===== config.mk =====
export PLATFORM = sky130hd
export DESIGN_NAME = hazard_scoreboard
export DESIGN_NICKNAME = d
export VERILOG_FILES = /design/src/rtl/hazard_pkg.sv /design/src/rtl/hazard_channel.sv /design/src/rtl/hazard_scoreboard.sv
export SDC_FILE = /design/constraint.sdc
export NUM_CORES = 1
export LEC_CHECK = 0
export ABC_CLOCK_PERIOD_IN_PS = 5000
export BUFFER_PORTS_ARGS = -buffer_cell sky130_fd_sc_hd__buf_2
export CAP_MARGIN = 20
export CORE_AREA = 5 5 201 125
export CTS_CLUSTER_SIZE = 16
export DETAILED_ROUTE_END_ITERATION = 8
export DIE_AREA = 0 0 206 130
export GPL_TIMING_DRIVEN = 0
export REMOVE_ABC_BUFFERS = 1
export SYNTH_ARGS = -nofsm -noshare
export SYNTH_HDL_FRONTEND = slang
export SYNTH_SLANG_ARGS = --single-unit

===== constraint.sdc =====
create_clock -name clk -period 5 [get_ports clk]
set_clock_uncertainty 0.1 [all_clocks]
set_input_delay 1 -clock clk [delete_from_list [all_inputs] [get_ports clk]]
set_output_delay 1 -clock clk [all_outputs]
set_load 0.05 [all_outputs]

===== src/rtl/hazard_pkg.sv =====
// Shared types and helpers for the register scoreboard.
package hazard_pkg;

    // Register-file geometry (integer and FP files are the same size)
    localparam int unsigned NREG = 32;
    localparam int unsigned RW   = $clog2(NREG);

    // Bit positions of the per-channel error event vector
    localparam int unsigned ERR_TIMEOUT  = 0;
    localparam int unsigned ERR_SPURIOUS = 1;
    localparam int unsigned ERR_W        = 2;

    typedef struct packed {
        logic          fp;
        logic [RW-1:0] idx;
    } reg_tag_t;

    // A source is pending if its bit is set in its file; integer x0 never is
    function automatic logic src_pending(input logic [NREG-1:0] pend_i,
                                         input logic [NREG-1:0] pend_f,
                                         input reg_tag_t        src);
        if (src.fp) begin
            return pend_f[src.idx];
        end
        return (src.idx != '0) && pend_i[src.idx];
    endfunction

endpackage


===== src/rtl/hazard_channel.sv =====
// One multi-cycle execution channel: busy flag, destination tag, watchdog timer, start pulse.
module hazard_channel
    import hazard_pkg::*;
#(
    parameter int unsigned TIMEOUT = 255
) (
    input  logic             clk,
    input  logic             rst,
    input  logic             start,
    input  reg_tag_t         tag_in,
    input  logic             wr_in,
    input  logic             done,
    output logic             busy,
    output logic             busy_nxt,
    output reg_tag_t         tag,
    output logic             wr,
    output logic             fu_start,
    output logic [ERR_W-1:0] err_ev
);

    localparam int unsigned TW = $clog2(TIMEOUT + 1);
    localparam logic [TW-1:0] TMAX  = TW'(TIMEOUT);
    // Event fires on the edge that makes the TIMEOUT-th busy cycle visible
    localparam logic [TW-1:0] TFIRE = TW'(TIMEOUT - 1);

    logic          busy_q, busy_d;
    reg_tag_t      tag_q, tag_d;
    logic          wr_q, wr_d;
    logic [TW-1:0] timer_q, timer_d;
    logic          fu_start_q, fu_start_d;

    // Next-state: completion, saturating timer, then dispatch (dispatch overrides)
    always_comb begin
        busy_d     = busy_q;
        tag_d      = tag_q;
        wr_d       = wr_q;
        timer_d    = timer_q;
        fu_start_d = 1'b0;
        err_ev     = '0;
        if (done) begin
            if (busy_q) begin
                busy_d = 1'b0;
            end else begin
                err_ev[ERR_SPURIOUS] = 1'b1;
            end
        end else if (busy_q && (timer_q != TMAX)) begin
            timer_d = timer_q + TW'(1);
        end
        if (start) begin
            busy_d     = 1'b1;
            tag_d      = tag_in;
            wr_d       = wr_in;
            timer_d    = '0;
            fu_start_d = 1'b1;
        end
        err_ev[ERR_TIMEOUT] = busy_d && (timer_d >= TFIRE);
    end

    // Channel state registers
    always_ff @(posedge clk or posedge rst) begin
        if (rst) begin
            busy_q     <= 1'b0;
            tag_q      <= '0;
            wr_q       <= 1'b0;
            timer_q    <= '0;
            fu_start_q <= 1'b0;
        end else begin
            busy_q     <= busy_d;
            tag_q      <= tag_d;
            wr_q       <= wr_d;
            timer_q    <= timer_d;
            fu_start_q <= fu_start_d;
        end
    end

    assign busy     = busy_q;
    assign busy_nxt = busy_d;
    assign tag      = tag_q;
    assign wr       = wr_q;
    assign fu_start = fu_start_q;

endmodule


===== src/rtl/hazard_scoreboard.sv =====
// Decode-side register scoreboard over NUNIT multi-cycle channels.
module hazard_scoreboard
    import hazard_pkg::*;
#(
    parameter int unsigned NUNIT       = 2,
    parameter int unsigned UW          = (NUNIT > 1) ? $clog2(NUNIT) : 1,
    parameter int unsigned TIMEOUT     = 255,
    parameter bit          DONE_BYPASS = 1'b1
) (
    input  logic                       clk,
    input  logic                       rst,
    input  logic                       valid_d,
    input  logic [RW-1:0]              rs1_d,
    input  logic [RW-1:0]              rs2_d,
    input  logic                       rs1_fp_d,
    input  logic                       rs2_fp_d,
    input  logic [RW-1:0]              rd_d,
    input  logic                       rd_fp_d,
    input  logic                       rd_we_d,
    input  logic                       mc_d,
    input  logic [UW-1:0]              unit_d,
    input  logic                       pc_src_e,
    input  logic                       cache_stall,
    input  logic [NUNIT-1:0]           fu_ready,
    input  logic [NUNIT-1:0]           fu_done,
    output logic                       stall_d,
    output logic [NUNIT-1:0]           fu_start,
    output logic [NUNIT-1:0]           busy,
    output logic [$clog2(NUNIT+1)-1:0] outstanding,
    output logic                       err_timeout,
    output logic                       err_spurious
);

    localparam int unsigned OW = $clog2(NUNIT + 1);

    logic [NREG-1:0]  pend_i_q, pend_i_d, pend_f_q, pend_f_d;
    logic [NREG-1:0]  clr_i, clr_f, set_i, set_f, eff_i, eff_f;
    logic [NUNIT-1:0] busy_eff, unit_sel, ch_wr, ch_busy_nxt;
    reg_tag_t         ch_tag [NUNIT];
    logic [ERR_W-1:0] ch_err [NUNIT];
    reg_tag_t         rs1_tag, rs2_tag, rd_tag;
    logic             raw, waw, hz_struct, accept, dispatch, rd_wr;
    logic [OW-1:0]    outstanding_q, outstanding_d;
    logic             err_timeout_q, err_timeout_d, err_spurious_q, err_spurious_d;

    assign rs1_tag = '{fp: rs1_fp_d, idx: rs1_d};
    assign rs2_tag = '{fp: rs2_fp_d, idx: rs2_d};
    assign rd_tag  = '{fp: rd_fp_d, idx: rd_d};
    assign rd_wr   = rd_we_d && (rd_fp_d || (rd_d != '0));

    // Pending bits released by this cycle's completions on busy channels
    always_comb begin
        clr_i = '0;
        clr_f = '0;
        for (int unsigned u = 0; u < NUNIT; u++) begin
            if (fu_done[u] && busy[u] && ch_wr[u]) begin
                if (ch_tag[u].fp) clr_f[ch_tag[u].idx] = 1'b1;
                else              clr_i[ch_tag[u].idx] = 1'b1;
            end
        end
    end

    // Hazard detection against the effective (optionally bypassed) pending state
    always_comb begin
        eff_i     = DONE_BYPASS ? (pend_i_q & ~clr_i) : pend_i_q;
        eff_f     = DONE_BYPASS ? (pend_f_q & ~clr_f) : pend_f_q;
        busy_eff  = DONE_BYPASS ? (busy & ~fu_done) : busy;
        unit_sel  = '0;
        for (int unsigned u = 0; u < NUNIT; u++) begin
            unit_sel[u] = (unit_d == UW'(u));
        end
        raw       = src_pending(eff_i, eff_f, rs1_tag) || src_pending(eff_i, eff_f, rs2_tag);
        waw       = rd_we_d && src_pending(eff_i, eff_f, rd_tag);
        // An out-of-range unit index has no channel and is held as a structural hazard
        hz_struct = mc_d && ((|(unit_sel & (busy_eff | ~fu_ready))) || (unit_sel == '0));
        stall_d   = cache_stall || (valid_d && !pc_src_e && (raw || waw || hz_struct));
        accept    = valid_d && !pc_src_e && !stall_d;
        dispatch  = accept && mc_d;
    end

    // Pending-vector update (a same-edge set beats a clear), sticky errors, busy count
    always_comb begin
        set_i = '0;
        set_f = '0;
        if (dispatch && rd_wr) begin
            if (rd_fp_d) set_f[rd_d] = 1'b1;
            else         set_i[rd_d] = 1'b1;
        end
        pend_i_d       = (pend_i_q & ~clr_i) | set_i;
        pend_f_d       = (pend_f_q & ~clr_f) | set_f;
        err_timeout_d  = err_timeout_q;
        err_spurious_d = err_spurious_q;
        outstanding_d  = '0;
        for (int unsigned u = 0; u < NUNIT; u++) begin
            err_timeout_d  = err_timeout_d  | ch_err[u][ERR_TIMEOUT];
            err_spurious_d = err_spurious_d | ch_err[u][ERR_SPURIOUS];
            outstanding_d  = outstanding_d + OW'(ch_busy_nxt[u]);
        end
    end

    // Scoreboard state registers
    always_ff @(posedge clk or posedge rst) begin
        if (rst) begin
            pend_i_q       <= '0;
            pend_f_q       <= '0;
            outstanding_q  <= '0;
            err_timeout_q  <= 1'b0;
            err_spurious_q <= 1'b0;
        end else begin
            pend_i_q       <= pend_i_d;
            pend_f_q       <= pend_f_d;
            outstanding_q  <= outstanding_d;
            err_timeout_q  <= err_timeout_d;
            err_spurious_q <= err_spurious_d;
        end
    end

    for (genvar u = 0; u < NUNIT; u++) begin : g_ch
        hazard_channel #(.TIMEOUT(TIMEOUT)) u_ch (
            .clk      (clk),
            .rst      (rst),
            .start    (dispatch && unit_sel[u]),
            .tag_in   (rd_tag),
            .wr_in    (rd_wr),
            .done     (fu_done[u]),
            .busy     (busy[u]),
            .busy_nxt (ch_busy_nxt[u]),
            .tag      (ch_tag[u]),
            .wr       (ch_wr[u]),
            .fu_start (fu_start[u]),
            .err_ev   (ch_err[u])
        );
    end

    assign outstanding  = outstanding_q;
    assign err_timeout  = err_timeout_q;
    assign err_spurious = err_spurious_q;

endmodule


==> impl_metrics.ini <==
[synth]
synthArstFlopShare_pct = 100.0
yosysWarnings = 0
synth.top_cells.by_count = 102 x sky130_fd_sc_hd__dfrtp_1, 89 x sky130_fd_sc_hd__nand2_1, 80 x sky130_fd_sc_hd__nor2_1
synth_seq_cells = 102
synthesis.area_um2 = 7980
ys_types = 78
count_of_flip_flops_with_a_built_in_enable_after_synthesis = 0
seq_area_frac_synth_pct = 31.98
netlist_instances = 958
synth.top_cells.by_area = sky130_fd_sc_hd__dfrtp_1 32%, sky130_fd_sc_hd__o31ai_1 4.9%, sky130_fd_sc_hd__nor3_1 4.6%, sky130_fd_sc_hd__nand2_1 4.2%, sky130_fd_sc_hd__nor2_1 3.8%
netlist.area_leader.share_pct = 31.98
netlist.top_cell.by_area = sky130_fd_sc_hd__dfrtp_1
avgSynthCellArea_um2 = 8.330
synth_ff_type = sky130_fd_sc_hd__dfrtp_1
yosys.cell_count.top_type = sky130_fd_sc_hd__dfrtp_1

[pwr]
irDropWorstVdd_v = 0.0001776
p_leak_nw = 3.477
p_int_w = 0.001476
net-switching-power_w = 0.0008717
finalPower_w = 0.002347
clk_network_pwr_share_pct = 34.0
p_seq_share_pct = 39.9
comb_power_share_pct = 26.1
power_density_nw_per_um2 = 258.3
power_switching_share_pct = 37.14

[clock_tree]
clk-insertion-delay-late_ns = 0.38
tritoncts_num_sinks = 102
clock_input_transition_at_the_sequential_cells_of_the_worst_setup_and_hold_paths_ns = 0.08
cts-htree-levels = 3
clock_path_buffers = 2
clock_buffer_count_from_cts = 9
cts_tree = yes
cts-hold-fix-buffers = 0
clock_tree.root_cell = sky130_fd_sc_hd__clkbuf_16

[floorplanning]
io-pin-count = 39
die_h_um = 130
core_area_um2 = 22870
die_area_um2 = 26780
fp-row-count = 43
start_util_pct = 34.90
die_width_um = 206

[sta]
fin_setup_tns_ns = -0.04277
fraction_of_the_cycle_the_final_worst_path_needs_pct = 100.9
relative_slew_slack_pct = 30.17
actual_slew_at_the_worst_max_slew_pin_ns = 1.040
min_period_ns = 5.043
final_number_of_hold_violating_endpoints = 0
setup_viol = 1
worst_slack_ns = -0.04277
final-max-slew-violation-count = 0
achievable-frequency_mhz = 198.3

[global_routing]
grt_max_degree = 56
global_route.overflow_total = 0
groute.usage.overall_pct = 27.48
via_count_of_the_first_global_routing_pass = 8173
grt_antenna_before_repair = 0
wire_length_of_the_first_global_routing_pass_um = 54460

[setup_path]
worstSetupPathType = in2out
regToRegStartpoint = g_ch[1].u_ch.tag[2]
critical_path_arrival_ns = 3.94
cp_cell_sequence = buf_2 -> nor2_1 -> nand2_1 -> nor2_1 -> a21o_1 -> nor4_1 -> and4_2 -> a211oi_4 -> nand3_4 -> a31o_2 -> clkbuf_4
critical_path.startpoint_type = primary input
critical_path_required_ns = 3.90
critPathTopFamily = simple AND/OR/NAND/NOR gates
path_buf_inv = 2
worst-r2r-setup-slack_ns = 0.32
cp-end-kind = output pin
timing.reg2reg.worst_path_depth = 10
critPathMostFrequentCell = sky130_fd_sc_hd__nor2_1
crit_path_top_delay_cell = sky130_fd_sc_hd__nor2_1
cp_slowest_stage_delay_ns = 0.46
crit_path_max_fanout = 19
critical_path.reg2reg.endpoint = outstanding[0]

[placed_design]
placed_cell_area_um2 = 8287
gp_congestion = 1.077
post-dp-hpwl_um = 25990
io_buffers = 38

[route]
dr.pass1.iters = 8
route.detailed.vias_per_inst = 7.027
routed_wl_um = 37330
drc = 0
detailroute.via_count = 8931
dr.first_iter.drc_count = 1571
route.detailed.wl_per_inst_um = 29.37
antenna_violating_nets_post_route = 0

[layout]
syn_to_final_growth_pct = 13.86
final_layout_size_suffix_gt1_share_pct = 23.64
post-route-cell-area_um2 = 9086
nets = 984
utilization_pct = 39.74
diodes = 0

[hold_path]
number_of_cells_on_the_worst_hold_path = 2
hold_path.class = reg2reg
holdCritStartpoint = err_spurious
min_to = err_spurious

[run]
cap_viol_max_count = 0

[outcome]
failing_checks = negative setup slack
run_status = complete, but fails checks
[how the worst max path moves through the flow]
stage | startpoint | end | slack (ns) | cells past startpoint
floorplan | fu_done[1] | stall_d | -0.67 | 9
global placement | fu_done[1] | pend_i_q[12] | -3.83 | 10
detailed placement | fu_done[1] | stall_d | -1.61 | 10
CTS | fu_done[0] | stall_d | 0.003 | 12
global route | g_ch[1].u_ch.tag[2] | stall_d | -0.02 | 10
finish | rd_d[3] | stall_d | -0.04 | 11
[layout by cell type (no fill, tap or decap), types with 11 or more instances in the layout]
cell,n
sky130_fd_sc_hd__or2_2,23
sky130_fd_sc_hd__nand4_1,11
sky130_fd_sc_hd__mux2_2,17
sky130_fd_sc_hd__o221a_2,16
sky130_fd_sc_hd__a31o_2,20
sky130_fd_sc_hd__nor2b_1,14
sky130_fd_sc_hd__buf_2,30
sky130_fd_sc_hd__o31ai_1,50
sky130_fd_sc_hd__mux2i_1,11
sky130_fd_sc_hd__o21ai_0,42
sky130_fd_sc_hd__nor3_1,68
sky130_fd_sc_hd__dfrtp_1,102
sky130_fd_sc_hd__nand2_1,89
sky130_fd_sc_hd__nor2_1,75
sky130_fd_sc_hd__nand3_1,13
sky130_fd_sc_hd__buf_4,27
sky130_fd_sc_hd__nor4_1,12
sky130_fd_sc_hd__a21oi_1,20
sky130_fd_sc_hd__and2_1,11
sky130_fd_sc_hd__a31oi_1,12
[layer usage]
metal	share of wire [%]	global-route usage [%]	wire length, um
met1	42	40.03	15680
met3	19	15.82	7219
met4	2.3	5.668	844
met5	0	0	0
met2	36	34.55	13590
[cells by family after synthesis]
| family | synth area share [%] |
|---|---|
| adders and majority gates | 0.4704 |
| muxes | 5.754 |
| and+or+nand+nor | 26.48 |
| DFF | 31.98 |
| AOI/OAI and AO/OA | 28.32 |
| buffers and inverters | 5.237 |
| xor gates and xnor gates | 1.756 |
[state kept, by name (all words and copies together) (netlist names)]
register,flops
err_spurious,1
g_ch.u_ch.wr,2
pend_i_q,32
g_ch.u_ch.tag,12
g_ch.u_ch.timer_q,16
g_ch.u_ch.fu_start,2
g_ch.u_ch.busy,2
outstanding,2
pend_f_q,32
err_timeout,1
[per-stage QoR]
step	std cells	setup WS (ns)	hold slack, ns
CTS	1264	0.002570	0.4008
detailed placement	1227	-1.608	0.3786
global route	1271	-0.01589	0.4102
floorplan	870	-0.6735	0.3777
global placement	1223	-3.831	0.3832
finish	1271	-0.04277	0.4081
[power by group through the flow]
stage               Clock, W  Sequential, W  Combinational (W)
floorplan                  0       0.000927           0.000281
global placement           0       0.000941           0.000510
detailed placement         0       0.000943           0.000517
CTS                 0.000810       0.000931           0.000543
global route        0.000844       0.000944           0.000622
finish              0.000799       0.000936           0.000612
[timing repair]
item | CTS | global route
setup endpoints to repair | 82 | 1
buffers inserted | 19 | 7
cloned | 2 | 0
gates resized for setup | 24 | 38
pin swaps | 6 | 4
[area by class of cell]
cell class              count  area [um^2]
fillers                  2311        13780
multi-input cells         755         5248
flip-flops and latches    102         2552
repair buffers             68        494.2
well taps                 315        394.1
clock buffers               9        225.2
clock inverters             7        102.6
inverters                  15        70.07
[worst register-to-register path: cells and delay by family, from the launching register on]
kind | cells | cell delay (ns)
DFF | 1 | 0.51
adders and majority gates | 1 | 0.27
and+or+nand+nor | 4 | 1.82
AOI/OAI and AO/OA | 5 | 1.89
Power figures use the tool's default switching activity.
